--- src/rtl/video_timing_pkg.sv ---
// Shared definitions for the raster timing generator: the colour-bar table
// and the sync polarity helper.
// The colour-bar stage is built only when VIDEO_TIMING_TEST_PATTERN_EN is defined.
// rgb_t is declared inside video_timing_gen, because a package type cannot
// take the per-instance COLOR_W parameter.
package video_timing_pkg;

  // Colour bars from left to right, one {r,g,b} on/off bit per channel:
  // white, yellow, cyan, green, magenta, red, blue, black.
  localparam logic [2:0] BAR_RGB [8] = '{
    3'b111, 3'b110, 3'b011, 3'b010, 3'b101, 3'b100, 3'b001, 3'b000
  };

  // Returns the pin level for a sync: pol when asserted, its inverse otherwise.
  function automatic logic sync_level(input logic asserted, input logic pol);
    return asserted ? pol : ~pol;
  endfunction

endpackage

--- src/rtl/vt_axis_counter.sv ---
// One raster axis: a wrapping position counter plus decodes for the
// active region and the sync pulse. Region order along the axis is
// active, front porch, sync, back porch.
module vt_axis_counter
  import video_timing_pkg::*;
#(
  parameter int ACTIVE = 640,
  parameter int FP     = 16,
  parameter int SYNC   = 96,
  parameter int BP     = 48,
  parameter int W      = $clog2(ACTIVE + FP + SYNC + BP)
) (
  input  logic         clk,
  input  logic         rst_n,
  input  logic         advance,
  input  logic         clear,
  output logic [W-1:0] count,
  output logic         wrap,
  output logic         active,
  output logic         sync_asserted
);

  localparam int TOTAL = ACTIVE + FP + SYNC + BP;
  localparam logic [W-1:0] LAST       = W'(TOTAL - 1);
  localparam logic [W-1:0] ACT_END    = W'(ACTIVE);
  localparam logic [W-1:0] SYNC_START = W'(ACTIVE + FP);
  localparam logic [W-1:0] SYNC_END   = W'(ACTIVE + FP + SYNC);

  // Position counter: clear wins over advance; wraps from TOTAL-1 to 0.
  always_ff @(posedge clk or negedge rst_n) begin
    if (!rst_n) begin
      count <= '0;
    end else if (clear) begin
      count <= '0;
    end else if (advance) begin
      count <= wrap ? '0 : count + W'(1);
    end
  end

  assign wrap          = (count == LAST);
  assign active        = (count < ACT_END);
  assign sync_asserted = (count >= SYNC_START) && (count < SYNC_END);

endmodule

--- src/rtl/video_timing_gen.sv ---
// Raster timing generator and registered pixel output stage.
// Stage 0: counters and combinational decode (X, Y, PIX_REQ, LINE_START,
// FRAME_START). Stage 1: DE/sync registered while the renderer supplies
// PIX_*. Stage 2: registered VGA_* outputs, colour zeroed outside DE.
// Optional feature: VIDEO_TIMING_TEST_PATTERN_EN adds TEST_MODE colour bars.
module video_timing_gen
  import video_timing_pkg::*;
#(
  parameter int H_ACTIVE = 640,
  parameter int H_FP     = 16,
  parameter int H_SYNC   = 96,
  parameter int H_BP     = 48,
  parameter int V_ACTIVE = 480,
  parameter int V_FP     = 10,
  parameter int V_SYNC   = 2,
  parameter int V_BP     = 33,
  parameter bit HS_POL   = 1'b0,
  parameter bit VS_POL   = 1'b0,
  parameter int COLOR_W  = 8,
  localparam int H_TOTAL = H_ACTIVE + H_FP + H_SYNC + H_BP,
  localparam int V_TOTAL = V_ACTIVE + V_FP + V_SYNC + V_BP,
  localparam int HW      = $clog2(H_TOTAL),
  localparam int VW      = $clog2(V_TOTAL)
) (
  input  logic               CLK_PIX,
  input  logic               RESET_N,
  input  logic               ENABLE,
  input  logic               TEST_MODE,
  input  logic [COLOR_W-1:0] PIX_R,
  input  logic [COLOR_W-1:0] PIX_G,
  input  logic [COLOR_W-1:0] PIX_B,
  output logic [HW-1:0]      X,
  output logic [VW-1:0]      Y,
  output logic               PIX_REQ,
  output logic               LINE_START,
  output logic               FRAME_START,
  output logic               VGA_HSYNC,
  output logic               VGA_VSYNC,
  output logic               VGA_DE,
  output logic [COLOR_W-1:0] VGA_RED,
  output logic [COLOR_W-1:0] VGA_GREEN,
  output logic [COLOR_W-1:0] VGA_BLUE
);

  typedef struct packed {
    logic [COLOR_W-1:0] r;
    logic [COLOR_W-1:0] g;
    logic [COLOR_W-1:0] b;
  } rgb_t;

  logic          run;
  logic [HW-1:0] h_cnt;
  logic [VW-1:0] v_cnt;
  logic          h_wrap, h_act, h_sync;
  logic          v_wrap, v_act, v_sync;
  logic          unused_v_wrap;
  logic          de0, hs0, vs0;
  logic          de1, hs1, vs1;
  rgb_t          pix_sel;
  rgb_t          rgb_q;

  // run is ENABLE delayed one cycle; while low the counters sit at (0,0).
  always_ff @(posedge CLK_PIX or negedge RESET_N) begin
    if (!RESET_N) run <= 1'b0;
    else          run <= ENABLE;
  end

  vt_axis_counter #(
    .ACTIVE(H_ACTIVE), .FP(H_FP), .SYNC(H_SYNC), .BP(H_BP), .W(HW)
  ) u_h_axis (
    .clk(CLK_PIX), .rst_n(RESET_N), .advance(run), .clear(!run),
    .count(h_cnt), .wrap(h_wrap), .active(h_act), .sync_asserted(h_sync)
  );

  vt_axis_counter #(
    .ACTIVE(V_ACTIVE), .FP(V_FP), .SYNC(V_SYNC), .BP(V_BP), .W(VW)
  ) u_v_axis (
    .clk(CLK_PIX), .rst_n(RESET_N), .advance(run && h_wrap), .clear(!run),
    .count(v_cnt), .wrap(v_wrap), .active(v_act), .sync_asserted(v_sync)
  );

  // The vertical counter wraps on its own; nothing downstream needs the pulse.
  assign unused_v_wrap = v_wrap;

  // Stage 0 decode. Everything is gated by run so a stopped raster reads
  // (0,0) immediately and propagates blanking with inactive syncs.
  assign X           = run ? h_cnt : '0;
  assign Y           = run ? v_cnt : '0;
  assign de0         = run && h_act && v_act;
  assign hs0         = run && h_sync;
  assign vs0         = run && v_sync;
  assign PIX_REQ     = de0;
  assign LINE_START  = run && (h_cnt == '0);
  assign FRAME_START = LINE_START && (v_cnt == '0);

  // Stage 1: hold DE and sync decisions while the renderer presents PIX_*.
  always_ff @(posedge CLK_PIX or negedge RESET_N) begin
    if (!RESET_N) begin
      de1 <= 1'b0;
      hs1 <= 1'b0;
      vs1 <= 1'b0;
    end else begin
      de1 <= de0;
      hs1 <= hs0;
      vs1 <= vs0;
    end
  end

`ifdef VIDEO_TIMING_TEST_PATTERN_EN
  // Bar width rounds down; the last bar absorbs any remainder.
  localparam int BAR_W = (H_ACTIVE >= 8) ? H_ACTIVE / 8 : 1;
  localparam logic [HW-1:0] BAR_LAST = HW'(BAR_W - 1);

  logic [HW-1:0] bar_pos;
  logic [2:0]    bar_idx;
  logic [2:0]    bar1;

  // Bar sub-counter tracks the current h; it restarts wherever the next h
  // is 0 (line start or stopped raster) and stops advancing in the last bar.
  always_ff @(posedge CLK_PIX or negedge RESET_N) begin
    if (!RESET_N) begin
      bar_pos <= '0;
      bar_idx <= '0;
    end else if (!run || h_wrap) begin
      bar_pos <= '0;
      bar_idx <= '0;
    end else if (bar_idx != 3'd7) begin
      if (bar_pos == BAR_LAST) begin
        bar_pos <= '0;
        bar_idx <= bar_idx + 3'd1;
      end else begin
        bar_pos <= bar_pos + HW'(1);
      end
    end
  end

  // Carry the bar index alongside stage-1 DE.
  always_ff @(posedge CLK_PIX or negedge RESET_N) begin
    if (!RESET_N) bar1 <= '0;
    else          bar1 <= bar_idx;
  end

  // Pixel source: renderer data, or full-scale bar colours in test mode.
  always_comb begin
    pix_sel = {PIX_R, PIX_G, PIX_B};
    if (TEST_MODE) begin
      pix_sel.r = {COLOR_W{BAR_RGB[bar1][2]}};
      pix_sel.g = {COLOR_W{BAR_RGB[bar1][1]}};
      pix_sel.b = {COLOR_W{BAR_RGB[bar1][0]}};
    end
  end
`else
  logic unused_test_mode;
  assign unused_test_mode = TEST_MODE;

  // Pixel source: renderer data passes straight through.
  always_comb begin
    pix_sel = {PIX_R, PIX_G, PIX_B};
  end
`endif

  // Stage 2: registered outputs; colour is forced to 0 outside DE.
  always_ff @(posedge CLK_PIX or negedge RESET_N) begin
    if (!RESET_N) begin
      VGA_DE    <= 1'b0;
      VGA_HSYNC <= sync_level(1'b0, HS_POL);
      VGA_VSYNC <= sync_level(1'b0, VS_POL);
      rgb_q     <= '0;
    end else begin
      VGA_DE    <= de1;
      VGA_HSYNC <= sync_level(hs1, HS_POL);
      VGA_VSYNC <= sync_level(vs1, VS_POL);
      rgb_q     <= de1 ? pix_sel : '0;
    end
  end

  assign VGA_RED   = rgb_q.r;
  assign VGA_GREEN = rgb_q.g;
  assign VGA_BLUE  = rgb_q.b;

endmodule

--- config.mk ---
export PLATFORM = sky130hd
export DESIGN_NAME = video_timing_gen
export DESIGN_NICKNAME = d
export VERILOG_FILES = /design/src/rtl/video_timing_pkg.sv /design/src/rtl/vt_axis_counter.sv /design/src/rtl/video_timing_gen.sv
export SDC_FILE = /design/constraint.sdc
export NUM_CORES = 1
export LEC_CHECK = 0
export ABC_CLOCK_PERIOD_IN_PS = 2100
export BUFFER_PORTS_ARGS = -buffer_cell sky130_fd_sc_hd__buf_4
export CORE_MARGIN = 2
export CORE_UTILIZATION = 49
export CTS_CLUSTER_DIAMETER = 150
export DETAILED_ROUTE_END_ITERATION = 16
export GPL_ROUTABILITY_DRIVEN = 0
export HOLD_SLACK_MARGIN = 0.15
export PLACE_DENSITY = 0.78
export SKIP_LAST_GASP = 1
export SLEW_MARGIN = 10
export SYNTH_ARGS = -nofsm -noshare
export SYNTH_HDL_FRONTEND = slang
export SYNTH_SLANG_ARGS = --single-unit
--- constraint.sdc ---
create_clock -name CLK_PIX -period 2.1 [get_ports CLK_PIX]
set_input_delay 0.105 -clock CLK_PIX [delete_from_list [all_inputs] [get_ports CLK_PIX]]
set_output_delay 0.105 -clock CLK_PIX [all_outputs]
set_load 0.01 [all_outputs]
==> results of run 1 <==
==> sequential cells by signal, summed over array words and instances, names as in the netlist <==
signal          flops
de1                 1
VGA_RED             8
vs1                 1
hs1                 1
u_h_axis.count     10
VGA_VSYNC           1
run                 1
VGA_GREEN           8
u_v_axis.count     10
VGA_HSYNC           1
VGA_DE              1
VGA_BLUE            8
==> critical path: cells and delay by family (launching register included) <==
| family | cells | cell delay, ns |
|---|---|---|
| buffers and inverters | 1 | 0.13 |
| DFF | 1 | 0.46 |
| and+or+nand+nor | 3 | 1.01 |
==> synthesized netlist by cell type, types with 3 or more instances <==
cell type / number
sky130_fd_sc_hd__a21oi_1: 3
sky130_fd_sc_hd__a31oi_1: 11
sky130_fd_sc_hd__and2_1: 35
sky130_fd_sc_hd__and3_1: 5
sky130_fd_sc_hd__clkbuf_1: 8
sky130_fd_sc_hd__dfrtp_1: 49
sky130_fd_sc_hd__ha_1: 4
sky130_fd_sc_hd__inv_1: 14
sky130_fd_sc_hd__nand2_1: 9
sky130_fd_sc_hd__nand3_1: 8
sky130_fd_sc_hd__nand4_1: 5
sky130_fd_sc_hd__nor2_1: 21
sky130_fd_sc_hd__nor2b_1: 3
sky130_fd_sc_hd__nor3_1: 5
sky130_fd_sc_hd__o21ai_1: 3
sky130_fd_sc_hd__xnor2_1: 6
sky130_fd_sc_hd__xor2_1: 3
==> cell type report <==
type | instances | area, µm²
Clock buffer | 5 | 68.8
Clock inverter | 3 | 43.8
Fill cell | 287 | 1090
Inverter | 14 | 52.6
Multi-Input combinational cell | 141 | 890
Sequential cell | 51 | 1280
Tap cell | 52 | 65.1
Timing Repair Buffer | 111 | 898
==> power breakdown <==
part / total (mW) / internal, mW / switching, mW
registers: 1.03 / 1.01 / 0.0224
clock network: 0.678 / 0.355 / 0.323
logic: 0.230 / 0.133 / 0.0975
total: 1.94 / 1.50 / 0.443
==> metal layers <==
layer | GRT usage | vias up | routed length, µm
met5 | 0 | - | 0
met4 | 0.0524 | 0 | 51
met3 | 0.0422 | 6 | 455
met2 | 0.384 | 88 | 2660
met1 | 0.309 | 897 | 2520
li1 | - | 940 | -
==> kinds of logic (layout without fill, tap and decap cells) <==
| logic type | count (synthesis) | after routing | synth area share |
|---|---|---|---|
| simple gates | 105 | 105 | 0.264 |
| flops | 51 | 51 | 0.567 |
| buf+inv | 24 | 133 | 0.0450 |
| compound gates | 23 | 23 | 0.0671 |
| xor+xnor | 9 | 9 | 0.0350 |
| fa+ha+maj | 4 | 4 | 0.0222 |
==> how the worst max path moves through the flow <==
| stage | startpoint | to | slack [ns] |
|---|---|---|---|
| floorplan | u_h_axis.count[4] | FRAME_START | 0.23 |
| global placement | u_h_axis.count[4] | FRAME_START | 0.35 |
| detailed placement | u_h_axis.count[4] | FRAME_START | 0.28 |
| CTS | u_h_axis.count[4] | FRAME_START | 0.007 |
| global route | u_h_axis.count[2] | FRAME_START | 0.006 |
| finish | u_h_axis.count[2] | FRAME_START | 0.1 |
==> repair_timing <==
item                                   in CTS  in global routing
gates resized for setup                     1                  2
setup buffers                               0                  2
endpoints found under the hold margin      74                  0
setup endpoints to repair                   1                  1
hold buffers                               26                  0
==> summary.json, run 1 <==
{
  "status": "finished, final reports clean",
  "tritoncts": "done",
  "synth_area_um2": 2250,
  "post_drt_via_cell_ratio": 5.12,
  "final_antenna_violating_net_count": 0,
  "fmaxAchievable_mhz": 500,
  "drt_iter0_markers": 150,
  "yosys_warnings": 0,
  "drc_errors": 0,
  "synth_to_layout_area_growth_pct": 46.3,
  "timing.critical_path.fanout_max": 7,
  "unrepaired_setup_endpoints_after_global_routing": "false",
  "numCtsBuffers": 5,
  "min_period_over_period": 0.953,
  "critical_path.max_stage_delay_ns": 0.58,
  "place_area_um2": 2890,
  "slew_headroom": 0.590,
  "detail_route.wirelength_um": 5680,
  "crit_path_end_kind": "output port",
  "power.ir.vdd_worst_uv": 405,
  "drv_cap": 0,
  "die_y_um": 71.8,
  "row_count": 24,
  "die_width_um": 71.8,
  "finalPower_mw": 1.94,
  "criticalPathCategory": "flop to output port",
  "core_region_area_um2": 4380,
  "post-route-min-period_ns": 2.00,
  "final_common_cell": "sky130_fd_sc_hd__buf_4",
  "synth_top_area_cell": "sky130_fd_sc_hd__dfrtp_1",
  "layout.cells.most_common_list": "sky130_fd_sc_hd__buf_4 (85), sky130_fd_sc_hd__dfrtp_1 (48), sky130_fd_sc_hd__and2_1 (35), sky130_fd_sc_hd__dlygate4sd3_1 (26), sky130_fd_sc_hd__nor2_1 (21)",
  "synthArstFlopShare": 1.00,
  "rr_endpoint": "u_v_axis.count[7]",
  "cell_area_after_layout_um2": 3300,
  "synthDominantCellAreaShare": 0.544,
  "number_of_global_route_vias_before_repair": 1839,
  "r2r.worst_path.cells": 4,
  "stdcell_count": 377,
  "number_of_enable_flip_flop_cells_after_synthesis": 0,
  "mappedNetlistNets": 248,
  "overall_overflow_remaining_after_global_route": 0,
  "numPortBuffers": 76,
  "floorplan.die_area_um2": 5160,
  "synth_area_leaders": "sky130_fd_sc_hd__dfrtp_1 (54%), sky130_fd_sc_hd__and2_1 (9.7%), sky130_fd_sc_hd__nor2_1 (3.5%), sky130_fd_sc_hd__a31oi_1 (3.1%), sky130_fd_sc_hd__dfstp_2 (2.3%)",
  "grt_pass1_wl_um": 9170,
  "syn_avg_cell_area_um2": 10.4,
  "r2r_start": "u_h_axis.count[7]",
  "setup_viol": 0,
  "worst_skew_pair.late_latency_ns": 0.30,
  "crit_path_start_kind": "flop",
  "netlist_instances": 216,
  "r2r_setup_slack_ns": 0.29,
  "drtPass1Iterations": 4,
  "critical_path_at_ns": 1.90,
  "antenna_found_initial": 0,
  "cts.reportedPaths.clkPinSlew_ns": 0.09,
  "insertedDiodeCount": 0,
  "pre_cts_ws_ns": 0.277,
  "hold-worst-slack_ns": 0.374,
  "num-nets-final": 356,
  "tritoncts_num_sinks": 51,
  "whs_path_depth": 1,
  "ys_ff_latch": 51,
  "timing.critical_path.slowest_stage_cell": "sky130_fd_sc_hd__or4_1",
  "clock-root-buffer": "sky130_fd_sc_hd__clkbuf_8",
  "wl_per_cell_um": 15.1,
  "static-leakage-power_nw": 1.60,
  "dp_cells": 341,
  "critical_path.cell_chain": "or4_1, nor4_4, and4_1, buf_4",
  "hpwl_um": 3550,
  "dominantRegCellSynth": "sky130_fd_sc_hd__dfrtp_1",
  "worstHoldStart": "hs1",
  "yosysUniqueCellTypes": 35,
  "overall_global_routing_usage": 0.228,
  "initial_core_utilization": 0.514,
  "cts_max_path_buffers": 2,
  "transition_at_the_pin_with_the_smallest_max_transition_slack_ns": 0.615,
  "timing.critical_path.required_ns": 2.00,
  "route.vias.total": 1931,
  "fin_worst_skew_ns": 0.00464,
  "post_route_cells_drive_above_1_share": 0.311,
  "h-tree-depth": 2,
  "yosysSeqAreaShare": 0.567,
  "pin_count_of_the_biggest_net_entering_global_routing": 52,
  "layout_setup_ws_ns": 0.0992,
  "final_hold_viols": 0,
  "setup-tns-final_ns": 0,
  "timing.hold.worst.class": "flop to flop",
  "final_core_util": 0.752,
  "slew_viol_final": 0,
  "pwr_per_cell_area_nw_per_um2": 589,
  "io_pins": 78,
  "hold_path_end": "VGA_HSYNC"
}
Note: power is estimated with default switching activity, not from simulation.
==> inputs of run 2 (changes only) <==
--- a/config.mk
+++ b/config.mk
@@ -5,17 +5,18 @@
 export SDC_FILE = /design/constraint.sdc
 export NUM_CORES = 1
 export LEC_CHECK = 0
-export ABC_CLOCK_PERIOD_IN_PS = 2100
+export ABC_CLOCK_PERIOD_IN_PS = 2260
 export BUFFER_PORTS_ARGS = -buffer_cell sky130_fd_sc_hd__buf_4
 export CORE_MARGIN = 2
-export CORE_UTILIZATION = 49
+export CORE_UTILIZATION = 50
 export CTS_CLUSTER_DIAMETER = 150
 export DETAILED_ROUTE_END_ITERATION = 16
 export GPL_ROUTABILITY_DRIVEN = 0
 export HOLD_SLACK_MARGIN = 0.15
-export PLACE_DENSITY = 0.78
+export PLACE_DENSITY = 0.79
 export SKIP_LAST_GASP = 1
 export SLEW_MARGIN = 10
 export SYNTH_ARGS = -nofsm -noshare
 export SYNTH_HDL_FRONTEND = slang
+export SYNTH_HIERARCHICAL = 1
 export SYNTH_SLANG_ARGS = --single-unit
==> constraint.sdc (replaced) <==
create_clock -name CLK_PIX -period 2.26 [get_ports CLK_PIX]
set_input_delay 0.113 -clock CLK_PIX [delete_from_list [all_inputs] [get_ports CLK_PIX]]
set_output_delay 0.113 -clock CLK_PIX [all_outputs]
set_load 0.01 [all_outputs]
==> summary.json, run 2 <==
{
  "number_of_global_route_vias_before_repair": {"value": 1979, "change": "was 1,839"},
  "die_width": {"value": 73.0, "unit": "µm", "change": "was 71.8 µm"},
  "crit_path_end_kind": {"value": "flop", "change": "was output port"},
  "overall_overflow_remaining_after_global_route": {"value": 0, "change": "unchanged"},
  "pin_count_of_the_biggest_net_entering_global_routing": {"value": 52, "change": "unchanged"},
  "drv_cap": {"value": 0, "change": "unchanged"},
  "synth_area_leaders": {"value": "sky130_fd_sc_hd__dfrtp_1 (51%), sky130_fd_sc_hd__and2_1 (12%), sky130_fd_sc_hd__dfstp_2 (2.2%), sky130_fd_sc_hd__nor2_1 (2.2%), sky130_fd_sc_hd__xor2_1 (2.2%)", "change": "was sky130_fd_sc_hd__dfrtp_1 (54%), sky130_fd_sc_hd__and2_1 (9.7%), sky130_fd_sc_hd__nor2_1 (3.5%), sky130_fd_sc_hd__a31oi_1 (3.1%), sky130_fd_sc_hd__dfstp_2 (2.3%)"},
  "num-nets-final": {"value": 370, "change": "was 356"},
  "post_route_cells_drive_above_1_share": {"value": 0.333, "change": "was 0.311"},
  "dominantRegCellSynth": {"value": "sky130_fd_sc_hd__dfrtp_1", "change": "unchanged"},
  "power.ir.vdd_worst": {"value": 346, "unit": "µV", "change": "was 405 µV"},
  "detail_route.wirelength": {"value": 5900, "unit": "µm", "change": "was 5680 µm"},
  "yosysSeqAreaShare": {"value": 0.537, "change": "was 0.567"},
  "antenna_found_initial": {"value": 0, "change": "unchanged"},
  "netlist_instances": {"value": 224, "change": "was 216"},
  "pwr_per_cell_area": {"value": 523, "unit": "nW/µm²", "change": "was 589 nW/µm²"},
  "setup-tns-final": {"value": 0, "unit": "ns", "change": "unchanged"},
  "slew_headroom": {"value": 0.583, "change": "was 0.590"},
  "critical_path.max_stage_delay": {"value": 0.54, "unit": "ns", "change": "was 0.58 ns"},
  "drt_iter0_markers": {"value": 143, "change": "was 150"},
  "post_synth_most_frequent_cells": {"value": "sky130_fd_sc_hd__dfrtp_1 (49), sky130_fd_sc_hd__and2_1 (46), sky130_fd_sc_hd__nor2_1 (14)", "change": "was sky130_fd_sc_hd__dfrtp_1 (49), sky130_fd_sc_hd__and2_1 (35), sky130_fd_sc_hd__nor2_1 (21)"},
  "post-route-min-period_ns": 2.15,
  "crit_path_start_kind": {"value": "flop", "change": "unchanged"},
  "hpwl": {"value": 3790, "unit": "µm", "change": "was 3550 µm"},
  "cts_max_path_buffers": {"value": 2, "change": "unchanged"},
  "criticalPathCategory": {"value": "flop to flop", "change": "was flop to output port"},
  "fmaxAchievable_mhz": 465,
  "final_common_cell": {"value": "sky130_fd_sc_hd__buf_4", "change": "unchanged"},
  "transition_at_the_pin_with_the_smallest_max_transition_slack": {"value": 0.625, "unit": "ns", "change": "was 0.615 ns"},
  "floorplan.die_area": {"value": 5330, "unit": "µm²", "change": "was 5160 µm²"},
  "cts.reportedPaths.clkPinSlew": {"value": 0.09, "unit": "ns", "change": "about the same"},
  "insertedDiodeCount": {"value": 0, "change": "unchanged"},
  "ys_ff_latch": {"value": 51, "change": "unchanged"},
  "number_of_enable_flip_flop_cells_after_synthesis": {"value": 0, "change": "unchanged"},
  "mappedNetlistNets": {"value": 256, "change": "was 248"},
  "status": {"value": "finished, final reports clean", "change": "unchanged"},
  "final_hold_viols": {"value": 0, "change": "unchanged"},
  "critical_path.cell_chain": {"value": "or4b_4, nor3_1, and2_2, o2111ai_1, nor3_2, xnor2_1, nor2_1", "change": "was or4_1, nor4_4, and4_1, buf_4"},
  "drc_errors": {"value": 0, "change": "unchanged"},
  "wl_per_cell": {"value": 15.0, "unit": "µm", "change": "was 15.1 µm"},
  "critical_path.startpoint": {"value": "u_h_axis/count[5]", "change": "was u_h_axis.count[2]"},
  "yosysUniqueCellTypes": {"value": 45, "change": "was 35"},
  "multiInputGateArea": {"value": 1030, "unit": "µm²", "change": "was 890 µm²"},
  "pre_cts_ws": {"value": 0.0924, "unit": "ns", "change": "was 0.277 ns"},
  "yosys_warnings": {"value": 6, "change": "was 0"},
  "tritoncts": {"value": "done", "change": "unchanged"},
  "critical_path_at": {"value": 2.35, "unit": "ns", "change": "was 1.90 ns"},
  "unrepaired_setup_endpoints_after_global_routing": {"value": "true", "change": "was false"},
  "post_drt_via_cell_ratio": {"value": 5.30, "change": "was 5.12"},
  "timing.hold.worst.class": {"value": "primary input to async pin", "change": "was flop to flop"},
  "layout_setup_ws": {"value": 0.108, "unit": "ns", "change": "was 0.0992 ns"},
  "worst_skew_pair.late_latency": {"value": 0.31, "unit": "ns", "change": "was 0.30 ns"},
  "setup_viol": {"value": 0, "change": "unchanged"},
  "core_region_area": {"value": 4660, "unit": "µm²", "change": "was 4380 µm²"},
  "synth.most_common_cell": {"value": "sky130_fd_sc_hd__dfrtp_1", "change": "unchanged"},
  "synth_top_area_cell": {"value": "sky130_fd_sc_hd__dfrtp_1", "change": "unchanged"},
  "h-tree-depth": {"value": 2, "change": "unchanged"},
  "synth_area": {"value": 2380, "unit": "µm²", "change": "was 2250 µm²"},
  "min_period_over_period": 0.952,
  "layout.cells.most_common_list": {"value": "sky130_fd_sc_hd__buf_4 (88), sky130_fd_sc_hd__dfrtp_1 (49), sky130_fd_sc_hd__and2_1 (45), sky130_fd_sc_hd__dlygate4sd3_1 (26), sky130_fd_sc_hd__nor2_1 (14)", "change": "was sky130_fd_sc_hd__buf_4 (85), sky130_fd_sc_hd__dfrtp_1 (48), sky130_fd_sc_hd__and2_1 (35), sky130_fd_sc_hd__dlygate4sd3_1 (26), sky130_fd_sc_hd__nor2_1 (21)"},
  "io_pins": {"value": 78, "change": "unchanged"},
  "final_antenna_violating_net_count": {"value": 0, "change": "unchanged"},
  "route.vias.total": {"value": 2082, "change": "was 1,931"},
  "timing.critical_path.required": {"value": 2.46, "unit": "ns", "change": "was 2.00 ns"},
  "initial_core_utilization": {"value": 0.511, "change": "was 0.514"},
  "row_count": {"value": 25, "change": "was 24"},
  "static-leakage-power": {"value": 1.65, "unit": "nW", "change": "was 1.60 nW"},
  "numPortBuffers": {"value": 76, "change": "unchanged"},
  "count_of_filler_cells_inserted_in_the_layout": {"value": 331, "change": "was 287"},
  "timing.critical_path.slowest_stage_cell": {"value": "sky130_fd_sc_hd__or4b_4", "change": "was sky130_fd_sc_hd__or4_1"},
  "top_regs": {"value": "u_h_axis/count: 10 flops, u_v_axis/count: 10 flops", "change": "was u_h_axis.count: 10 flops, u_v_axis.count: 10 flops"},
  "die_y": {"value": 73.0, "unit": "µm", "change": "was 71.8 µm"},
  "slew_viol_final": {"value": 0, "change": "unchanged"},
  "r2r_start": {"value": "u_h_axis/count[5]", "change": "was u_h_axis.count[7]"},
  "fin_worst_skew": {"value": 0.00719, "unit": "ns", "change": "was 0.00464 ns"},
  "synthDominantCellAreaShare": {"value": 0.515, "change": "was 0.544"},
  "path_buf_inv": {"value": 0, "change": "was 1"},
  "syn_avg_cell_area": {"value": 10.6, "unit": "µm²", "change": "was 10.4 µm²"},
  "clock-root-buffer": {"value": "sky130_fd_sc_hd__clkbuf_8", "change": "unchanged"},
  "numCtsBuffers": {"value": 5, "change": "unchanged"},
  "timing.critical_path.fanout_max": {"value": 5, "change": "was 7"},
  "layout.area.seq": {"value": 1280, "unit": "µm²", "change": "about the same"},
  "drtPass1Iterations": {"value": 4, "change": "unchanged"},
  "grt_pass1_wl": {"value": 9150, "unit": "µm", "change": "was 9170 µm"},
  "synth_to_layout_area_growth": {"value": 45.4, "unit": "%", "change": "was 46.3%"},
  "tritoncts_num_sinks": {"value": 51, "change": "unchanged"},
  "post_cts.repair.setup_buffers": {"value": 0, "change": "unchanged"},
  "synthArstFlopShare": {"value": 1.00, "change": "unchanged"},
  "overall_global_routing_usage": {"value": 0.224, "change": "was 0.228"},
  "cell_type_group_with_the_largest_total_delay_on_the_critical_path": {"value": "simple AND/OR/NAND/NOR gates", "change": "unchanged"}
}
==> run 2: changes by cell type after synthesis, moves of 3 or more <==
cell,change
sky130_fd_sc_hd__a21oi_1,+4
sky130_fd_sc_hd__a31oi_1,-10
sky130_fd_sc_hd__and2_1,+11
sky130_fd_sc_hd__clkbuf_1,-3
sky130_fd_sc_hd__nor2_1,-7
sky130_fd_sc_hd__nor2b_1,-3
sky130_fd_sc_hd__o21ai_0,+3
sky130_fd_sc_hd__o31ai_1,+4
sky130_fd_sc_hd__xnor2_1,-3
sky130_fd_sc_hd__xor2_1,+3
==> run 2: worst paths after layout <==
check                           slack [ns]                end  depth (start not counted)
min in group CLK_PIX                  0.36          VGA_VSYNC                          1
worst max-delay path                  0.11  u_v_axis/count[7]                          7
worst min-delay path                  0.36  u_h_axis/count[7]                          2
worst min register to register        0.36          VGA_VSYNC                          1
max in group asynchronous             1.48  u_v_axis/count[8]                          2
worst max register to register        0.11  u_v_axis/count[7]                          7
==> run 2: layer usage <==
| layer | share of wire | GRT usage | vias to the layer above |
|---|---|---|---|
| met1 | 0.43 | 0.288 | 993 |
| met4 | 0.025 | 0.0802 | 0 |
| met5 | 0 | 0 | - |
| li1 | - | - | 995 |
| met2 | 0.50 | 0.371 | 78 |
| met3 | 0.051 | 0.0511 | 16 |
==> run 2: logic make-up (layout without fill, tap and decap cells) <==
family	count (synthesis)	after routing	share of synthesized area
multiplexers	1	1	0.00420
AND/OR/NAND/NOR	111	111	0.276
adder cells (fa/ha/maj)	4	4	0.0210
AO/OA/AOI/OAI	28	28	0.0940
buffers and inverters	20	135	0.0352
flip-flops	51	51	0.537
XOR/XNOR	9	9	0.0331
==> run 2: report_power, final <==
group	leakage [nW]	switching, mW	internal [mW]	total [mW]
clock	0.0587	0.304	0.335	0.639
sequential	0.671	0.0147	0.939	0.954
combinational	0.922	0.0971	0.123	0.220
total	1.65	0.416	1.40	1.81
==> run 2: through the flow <==
stage	cell area [µm²]	power [mW]	hold slack, ns	util	std cells
after floorplan	2380	1.03	-0.183	-	224
after global placement	3080	1.15	0.174	0.660	359
after detailed placement	3080	1.15	0.176	0.660	359
after CTS	3450	1.83	0.374	0.741	393
after global routing	3460	1.89	0.378	0.743	393
final	3460	1.81	0.359	0.743	393
==> run 2: cell type report <==
class	instances	area share
Multi-Input combinational cell	153	0.298
Timing Repair Buffer	114	0.266
Clock inverter	3	0.0137
Sequential cell	51	0.369
Inverter	13	0.0141
Clock buffer	5	0.0199
Tap cell	54	0.0195
==> run 2: worst register-to-register path, cell delays in order (launching register included) <==
cell                        delay, ns
sky130_fd_sc_hd__dfrtp_1         0.39
sky130_fd_sc_hd__or4b_4          0.54
sky130_fd_sc_hd__nor3_1          0.24
sky130_fd_sc_hd__and2_2          0.24
sky130_fd_sc_hd__o2111ai_1       0.20
sky130_fd_sc_hd__nor3_2          0.22
sky130_fd_sc_hd__xnor2_1         0.16
sky130_fd_sc_hd__nor2_1          0.06
==> run 2: timing repair <==
item / CTS / global route
resized for setup: 0 / 3
hold endpoints to repair: 74 / 0
hold buffers: 26 / 0
endpoints found under the setup margin: 0 / 3
